<file path="src/rtl/f1_light_seq_pkg.sv">
// ============================================================================
// Module      : f1_pkg
// Description : Shared types and constants for the f1_light_seq start-light
//               sequencer. Optional macro: F1_REACTION_TIMER_EN.
// Revision    : 1.0 - initial release
// ============================================================================
`default_nettype none

package f1_pkg;

`ifdef F1_REACTION_TIMER_EN
    typedef enum logic [2:0] {
        ST_IDLE       = 3'd0,
        ST_FILL       = 3'd1,
        ST_HOLD       = 3'd2,
        ST_OUT        = 3'd3,
        ST_WAIT_REACT = 3'd4
    } state_t;
`else
    typedef enum logic [2:0] {
        ST_IDLE = 3'd0,
        ST_FILL = 3'd1,
        ST_HOLD = 3'd2,
        ST_OUT  = 3'd3
    } state_t;
`endif

    // Maximal-length Fibonacci taps, indexed by LFSR width.
    localparam logic [7:0] c_lfsr_taps [4:8] = '{8'h09, 8'h12, 8'h21, 8'h41, 8'hB8};

    function automatic logic [31:0] lamp_mask(input int unsigned n);
        if (n >= 32)
            return '1;
        else
            return (32'd1 << n) - 32'd1;
    endfunction

endpackage

`default_nettype wire

</file>
<file path="src/rtl/f1_light_seq_tick_gen.sv">
// ============================================================================
// Module      : tick_gen
// Description : Reloadable down-counting prescaler; one tick every N+1
//               enabled cycles.
// Revision    : 1.0 - initial release
// ============================================================================
`default_nettype none

module tick_gen #(
    parameter int WIDTH = 16
) (
    input  logic             clk,
    input  logic             rst,
    input  logic             en,
    input  logic             load,
    input  logic [WIDTH-1:0] N,
    output logic             tick
);

    logic [WIDTH-1:0] r_count;

    // N is only sampled here, so a mid-run change lands at the next reload.
    always_ff @(posedge clk or negedge rst) begin
        if (!rst) begin
            r_count <= '0;
        end else if (load) begin
            r_count <= N;
        end else if (en) begin
            if (r_count == '0)
                r_count <= N;
            else
                r_count <= r_count - WIDTH'(1);
        end
    end

    assign tick = en && (r_count == '0);

endmodule

`default_nettype wire

</file>
<file path="src/rtl/f1_light_seq.sv">
// ============================================================================
// Module      : f1_light_seq
// Description : F1 start-light sequencer: fill lamps one per tick, hold for an
//               LFSR-random tick count, then lights out.
//               Optional macro: F1_REACTION_TIMER_EN (reaction timer).
// Revision    : 1.0 - initial release
// ============================================================================
`default_nettype none

module f1_light_seq
    import f1_pkg::*;
#(
    parameter int NUM_LIGHTS  = 8,
    parameter int WIDTH       = 16,
    parameter int LFSR_WIDTH  = 7,
    parameter int REACT_WIDTH = 16
) (
    input  logic                   clk,
    input  logic                   rst,
    input  logic [WIDTH-1:0]       N,
    input  logic                   en,
    input  logic                   trigger,
    output logic [NUM_LIGHTS-1:0]  data_out,
    output logic                   busy,
    output logic                   done,
    input  logic                   react,
    output logic [REACT_WIDTH-1:0] react_time,
    output logic                   react_valid,
    output logic                   jump_start
);

    localparam logic [31:0]            c_mask32 = lamp_mask(NUM_LIGHTS);
    localparam logic [NUM_LIGHTS-1:0]  c_all_on = c_mask32[NUM_LIGHTS-1:0];
    localparam logic [7:0]             c_taps8  = c_lfsr_taps[LFSR_WIDTH];
    localparam logic [LFSR_WIDTH-1:0]  c_taps   = c_taps8[LFSR_WIDTH-1:0];

    state_t                  r_state, w_state_nxt;
    logic [NUM_LIGHTS-1:0]   r_data_out, w_data_nxt, w_shift;
    logic [LFSR_WIDTH-1:0]   r_delay, w_delay_nxt, r_lfsr;
    logic                    r_done, w_done_nxt;
    logic                    w_tick, w_tick_en, w_load;

`ifdef F1_REACTION_TIMER_EN
    logic [REACT_WIDTH-1:0]  r_react_time, w_rtime_nxt, w_rtime_inc;
    logic                    r_react_valid, w_rvalid_nxt;
    logic                    r_jump_start, w_jump_nxt;

    assign w_rtime_inc = (r_react_time == '1) ? r_react_time : r_react_time + REACT_WIDTH'(1);
`endif

    assign w_tick_en = en && ((r_state == ST_FILL) || (r_state == ST_HOLD) || (r_state == ST_OUT));
    assign w_shift   = (r_data_out << 1) | NUM_LIGHTS'(1);

    tick_gen #(
        .WIDTH (WIDTH)
    ) u_tick_gen (
        .clk  (clk),
        .rst  (rst),
        .en   (w_tick_en),
        .load (w_load),
        .N    (N),
        .tick (w_tick)
    );

    // Free-running so the hold length depends on when the trigger arrives.
    always_ff @(posedge clk or negedge rst) begin
        if (!rst)
            r_lfsr <= LFSR_WIDTH'(1);
        else
            r_lfsr <= {r_lfsr[LFSR_WIDTH-2:0], ^(r_lfsr & c_taps)};
    end

    always_comb begin
        w_state_nxt = r_state;
        w_data_nxt  = r_data_out;
        w_delay_nxt = r_delay;
        w_done_nxt  = 1'b0;
        w_load      = 1'b0;
`ifdef F1_REACTION_TIMER_EN
        w_rtime_nxt  = r_react_time;
        w_rvalid_nxt = 1'b0;
        w_jump_nxt   = 1'b0;
`endif
        case (r_state)
            ST_IDLE: begin
                if (trigger && en) begin
                    w_state_nxt = ST_FILL;
                    w_data_nxt  = '0;
                    w_load      = 1'b1;
                end
            end
            ST_FILL: begin
`ifdef F1_REACTION_TIMER_EN
                if (react) begin
                    w_jump_nxt  = 1'b1;
                    w_data_nxt  = '0;
                    w_state_nxt = ST_IDLE;
                end else
`endif
                if (w_tick) begin
                    w_data_nxt = w_shift;
                    if (w_shift == c_all_on) begin
                        w_state_nxt = ST_HOLD;
                        w_delay_nxt = r_lfsr;
                    end
                end
            end
            ST_HOLD: begin
`ifdef F1_REACTION_TIMER_EN
                if (react) begin
                    w_jump_nxt  = 1'b1;
                    w_data_nxt  = '0;
                    w_state_nxt = ST_IDLE;
                end else
`endif
                if (w_tick) begin
                    if (r_delay == LFSR_WIDTH'(1)) begin
                        w_data_nxt  = '0;
                        w_done_nxt  = 1'b1;
                        w_state_nxt = ST_OUT;
`ifdef F1_REACTION_TIMER_EN
                        w_rtime_nxt = '0;
`endif
                    end else begin
                        w_delay_nxt = r_delay - LFSR_WIDTH'(1);
                    end
                end
            end
            ST_OUT: begin
`ifdef F1_REACTION_TIMER_EN
                w_rtime_nxt = w_rtime_inc;
                if (en)
                    w_state_nxt = ST_WAIT_REACT;
`else
                if (en)
                    w_state_nxt = ST_IDLE;
`endif
            end
`ifdef F1_REACTION_TIMER_EN
            ST_WAIT_REACT: begin
                if (react) begin
                    w_rvalid_nxt = 1'b1;
                    w_state_nxt  = ST_IDLE;
                end else begin
                    w_rtime_nxt = w_rtime_inc;
                end
            end
`endif
            default: w_state_nxt = ST_IDLE;
        endcase
    end

    always_ff @(posedge clk or negedge rst) begin
        if (!rst) begin
            r_state    <= ST_IDLE;
            r_data_out <= '0;
            r_delay    <= '0;
            r_done     <= 1'b0;
        end else begin
            r_state    <= w_state_nxt;
            r_data_out <= w_data_nxt;
            r_delay    <= w_delay_nxt;
            r_done     <= w_done_nxt;
        end
    end

    assign data_out = r_data_out;
    assign busy     = (r_state != ST_IDLE);
    assign done     = r_done;

`ifdef F1_REACTION_TIMER_EN
    always_ff @(posedge clk or negedge rst) begin
        if (!rst) begin
            r_react_time  <= '0;
            r_react_valid <= 1'b0;
            r_jump_start  <= 1'b0;
        end else begin
            r_react_time  <= w_rtime_nxt;
            r_react_valid <= w_rvalid_nxt;
            r_jump_start  <= w_jump_nxt;
        end
    end

    assign react_time  = r_react_time;
    assign react_valid = r_react_valid;
    assign jump_start  = r_jump_start;
`else
    logic w_unused_react;
    assign w_unused_react = react;
    assign react_time     = '0;
    assign react_valid    = 1'b0;
    assign jump_start     = 1'b0;
`endif

endmodule

`default_nettype wire

</file>
<file path="config.mk">
export PLATFORM = sky130hd
export DESIGN_NAME = f1_light_seq
export DESIGN_NICKNAME = d
export VERILOG_FILES = /design/src/rtl/f1_light_seq_pkg.sv /design/src/rtl/f1_light_seq_tick_gen.sv /design/src/rtl/f1_light_seq.sv
export SDC_FILE = /design/constraint.sdc
export NUM_CORES = 1
export LEC_CHECK = 0
export BUFFER_PORTS_ARGS = -buffer_cell sky130_fd_sc_hd__clkbuf_2
export CAP_MARGIN = 20
export CORE_MARGIN = 1
export CORE_UTILIZATION = 45
export DETAILED_ROUTE_END_ITERATION = 16
export GPL_TIMING_DRIVEN = 0
export PLACE_DENSITY = 0.69
export SYNTH_ARGS = -nofsm -noshare
export SYNTH_HDL_FRONTEND = slang
export SYNTH_HIERARCHICAL = 1
export SYNTH_SLANG_ARGS = --single-unit
</file>
<file path="constraint.sdc">
create_clock -name clk -period 3.1 [get_ports clk]
set_input_delay 0 -clock clk [delete_from_list [all_inputs] [get_ports clk]]
set_output_delay 0 -clock clk [all_outputs]
set_load 0.02 [all_outputs]
</file>
### Yosys cells after proc, flatten, opt, wreduce, memory -nomap -nowiden

Index checks and enable logic that the tools add are counted.

* add/sub/neg operators: 2
* equal/unequal tests: 12
* multiplexer cells: 25
* reductions and logical operators: 15

Operators with widths (number)
* 16-bit two-way mux: 3
* 8-bit two-way mux: 4
* 7-bit two-way mux: 4
* 8-bit case mux with 3 select lines: 1
* 3-bit two-way mux: 6
* 16-bit logical NOT: 1
* 16-bit by 1-bit subtractor with 16-bit output (second input constant): 1
* 7-bit case mux with 2 select lines: 1
* 3-bit case mux with 4 select lines: 1
* 5-bit AND reduction: 2
* 2-bit by 1-bit inequality test with 1-bit output (second input constant): 4
* 7-bit by 1-bit equality test with 1-bit output (second input constant): 1
* 7-bit equality test (second input constant): 1
* 7-bit parity: 1
* 7-bit by 1-bit subtractor with 7-bit output (second input constant): 1
* 3-bit by 2-bit equality test with 1-bit output (second input constant): 2
* 2-bit inequality test (second input constant): 3
* 6-bit AND reduction: 1
* 3-bit nonzero test: 2
* 1-bit two-way mux: 5
* 2-bit nonzero test: 2
* 3-bit by 1-bit equality test with 1-bit output (second input constant): 1
* 1-bit logical AND: 3
* 3-bit logical NOT: 1
* 1-bit logical OR: 2

* flip-flop bits (word level): 42
* word-level logic and storage cells: 60

### Logic depth before layout (Yosys ltp)

* depth after elaboration: 7
* depth in mapped cells: 12
* mapped depth without buffers: 9

### Cells and area by module

The synthesis kept the hierarchy.

Modules (own cells, without submodules)
* f1_light_seq: times used 1, cells an instance 146, area each 1475.2 µm², sequential area each 626.9 µm²
* tick_gen: times used 1, cells an instance 137, area each 1179.9 µm², sequential area each 400.4 µm²

### Least setup slack after synthesis

No wires, ideal clock.

* kind: reg2reg
* start: register u_tick_gen.r_count[0]
* end: register r_delay[6]
* setup time: 0.132 ns
* arrival time: 2.556 ns
* setup slack: 0.412 ns
* stages on the path, launching flop included: 11
* buffers on the path: 1
* path through: dfrtp_1 inv_1 ha_1 or3b_2 or4_4 nor2_1 inv_1 a31oi_1 and2_1 buf_6 o211ai_2

* cells in the longest elaborated chain, start to end: 4
* elaborated cells between the ends (all ways): 5
* those cells by class: eq/ne: 2; reduce/logical: 3

RTL lines
* from (decl): line f1_light_seq_tick_gen.sv:20 `logic [WIDTH-1:0] r_count;`
* from (signal assigned): line f1_light_seq_tick_gen.sv:32 `r_count <= r_count - WIDTH'(1);`
* 16-bit logical NOT *: line f1_light_seq_tick_gen.sv:36 `assign tick = en && (r_count == '0);`
* 1-bit logical AND *: line f1_light_seq_tick_gen.sv:36
* via w_tick: line f1_light_seq.sv:41 `logic w_tick, w_tick_en, w_load;`
* 2-bit by 1-bit inequality test with 1-bit output (no source line)
* 5-bit AND reduction (no source line) *
* to (signal assigned): line f1_light_seq.sv:162 `r_delay <= w_delay_nxt;`
* to (decl): line f1_light_seq.sv:39 `logic [LFSR_WIDTH-1:0] r_delay, w_delay_nxt, r_lfsr;`

Mark *: on every way through the listed nets, which the timed path passes. The rest lies on a longest branch.
A chain may end at the register's enable or synchronous reset.

### Final worst setup path

Same ends and word-level chain as after synthesis.

==> impl_results.md <==
* CP Launch Type: register
* Tcrit/Tclk final at 95.1%
* Full die area at 6210 µm²
* Pin count of the biggest net entering global routing at 42
* Diodes inserted at 0
* Hold depth at 3
* Root buf cell: clkbuf_8
* Row cnt at 27
* Starting Density at 47.3%
* Seq cells post-synth at 41
* Clk_skew at 0.00509 ns
* I/O Pins at 49
* Mapped Area at 2660 µm²
* Wire per inst at 13.9 µm
* WL final at 5900 µm
* Max incr delay on CP at 0.54 ns
* Share of layout cells above drive strength 1 at 26.0%
* WP data required at 3.28 ns
* Post-detail-place hpwl at 4130 µm
* CTS clk-pin slew, worst paths at 0.08 ns
* Number of synthesized flops with an enable pin at 0
* Yosys warning total at 6
* RSZ-0062 raised after global routing: no
* Number of global-route vias before repair at 2161
* Top post-synthesis cells by area: dfrtp_1 38%, buf_4 5.1%, ha_1 4.2%
* Synth Instances at 283
* Die H at 78.8 µm
* Buffer levels on the longest clock path at 2
* Post-route cell area at 3230 µm²
* Crit-path cells: inv_1 -> ha_1 -> or3b_2 -> or4_4 -> nor2_2 -> inv_1 -> a31oi_2 -> and2_1 -> buf_6 -> o211ai_2
* Register area share after synthesis at 38.7%
* DR vias at 2224
* CP Max Fanout at 8
* Commonest cells after routing, fill and taps aside: 40 x dfrtp_1, 31 x clkbuf_2, 22 x inv_1
* Synth Area per Inst at 9.38 µm²
* Initial DRT Pass Iterations at 4
* Antenna violations before repair at 0
* Clk sinks at 41
* CTS buffer count at 5
* Synth async-reset ratio at 100%
* H-tree depth at 2
* Slowest CP cell: or3b_2
* CTS tree: built
* Pwr per Cell Area at 444 nW/µm²
* Final Util at 57.6%
* VDD IR max at 0.290 mV
* CP Capture Type: register
* DR DRC count at 0
* Pre-CTS setup slack at -0.131 ns
* Overall Global Routing Usage at 20.5%
* Post-route setup slack at 0.152 ns
* Most common cell after layout, fill and taps aside: dfrtp_1
* Worst skew pair latency at 0.30 ns
* Worst-Margin Slew at 0.658 ns
* Slew Limit Fails at 0
* DRT iter0 DRCs at 162
* Synth area leader: dfrtp_1
* Die width at 78.8 µm
* Final ANT Viol Nets at 0
* Crit path kind: reg2reg
* Worst hold path type: in2reg
* Placeable Area at 5610 µm²
* Area grow syn2layout at 21.7%
* Final hold vios at 0
* Gp weighted congestion at 0.839
* Yosys cell types at 60
* Worst slew margin at 56.1%
* Leakage at 1.59 nW
* First-pass GRT wire length at 9900 µm
* Final #Nets at 383
* Worst reg2reg path depth at 10
* Synth Flop Type: dfrtp_1
* Arr. time, crit path at 3.12 ns
* Share of the synthesized area in the top cell type at 37.7%
* Grt ovf at 0
* IO buf count at 29
* Clock period minus worst slack at 2.95 ns
* Vias per inst at 5.22
* Tot Pwr at 1.44 mW
* Setup violators final at 0
* Cell mode on critical path: inv_1
* Placement Cell Area at 2950 µm²
* Postcts setup bufs at 0
* Status: finished clean
* F_max at 0.339 GHz
* Maxcap violations at 0
==> worst paths after layout <==
path | slack (ns) | from | end
min reg2reg | 0.38 | r_lfsr[3] | r_lfsr[4]
min in group asynchronous | 0.05 | rst | u_tick_gen/r_count[8]
max | 0.15 | u_tick_gen/r_count[0] | r_delay[6]
max reg2reg | 0.15 | u_tick_gen/r_count[0] | r_delay[6]
min | 0.04 | N[15] | u_tick_gen/r_count[15]
max in group asynchronous | 2.56 | rst | r_lfsr[0]
==> layout make-up <==
class                   instances  area, µm²
plain buffers                  30        208
clock buffers                   5       68.8
clock inverters                 3       17.5
fillers                       525       2380
inverters                      22       82.6
multi-input cells             207       1410
flip-flops and latches         41       1030
well taps                      72       90.1
repair buffers                 46        325
==> critical path: cells and delay by family (launching register included) <==
family	cells	cell delay (ns)
AOI/OAI and AO/OA	2	0.44
adders and majority gates	1	0.13
buffers and inverters	3	0.35
DFF	1	0.43
and+or+nand+nor	4	1.48
==> per-stage QoR <==
stage          hold slack, ns  TNS, ns  std cells
2_1_floorplan          -0.296        0        300
3_3_place_gp            0.228   -0.389        401
3_5_place_dp            0.225   -0.774        401
4_1_cts                0.0344        0        425
5_1_grt                0.0697        0        426
6_report               0.0357        0        426
==> cells by family (layout without fill, tap and decap cells) <==
logic type | Yosys count | count (layout) | synth area share (%)
compound gates | 66 | 66 | 18.3
fa+ha+maj | 9 | 9 | 4.24
xor+xnor | 1 | 1 | 0.330
buf+inv | 52 | 106 | 10.8
simple gates | 103 | 103 | 23.3
mux | 10 | 10 | 4.15
other cells | 1 | 18 | 0.141
flops | 41 | 41 | 38.7
==> sequential cells by signal (all words and copies together) (netlist names) <==
register and flops:
done 1, data_out 8, r_lfsr 7, r_state 2
r_delay 7, u_tick_gen/r_count 16
==> cells in the mapped netlist, types with 2 or more instances <==
cell / count
o21a_1: 2
ha_1: 9
o21ai_0: 12
or4_1: 3
inv_1: 22
nor2_1: 17
mux2_4: 2
nand4_1: 6
nand2b_1: 7
o32ai_1: 2
a21oi_1: 14
nand3_1: 8
mux2i_1: 8
o22a_2: 4
dfrtp_1: 40
or4_4: 2
buf_6: 3
clkbuf_1: 7
nor4_4: 3
and2_1: 3
nor2b_1: 7
o22a_1: 3
a31oi_1: 9
nor3b_1: 5
o211ai_2: 2
nor3_1: 9
o32a_2: 2
buf_4: 18
nand2_1: 19
buf_2: 2
nor4_1: 2
and3_1: 3
==> per-layer routing <==
layer	GRT usage, %	routed length, µm
met1	25.3	2660
met2	35.3	2960
met3	3.68	193
met4	8.18	89
met5	0	0
==> power by group <==
group | internal [mW] | switching (mW)
logic | 0.190 | 0.182
clock network | 0.156 | 0.199
registers | 0.609 | 0.0994
total | 0.955 | 0.480
==> what timing repair did <==
| action | CTS | global route |
|---|---|---|
| gates resized for setup | 1 | 5 |
| hold endpoints to repair | 55 | 0 |
| setup endpoints to repair | 7 | 17 |
| hold buffers | 16 | 0 |
(Power assumes the default switching activity.)
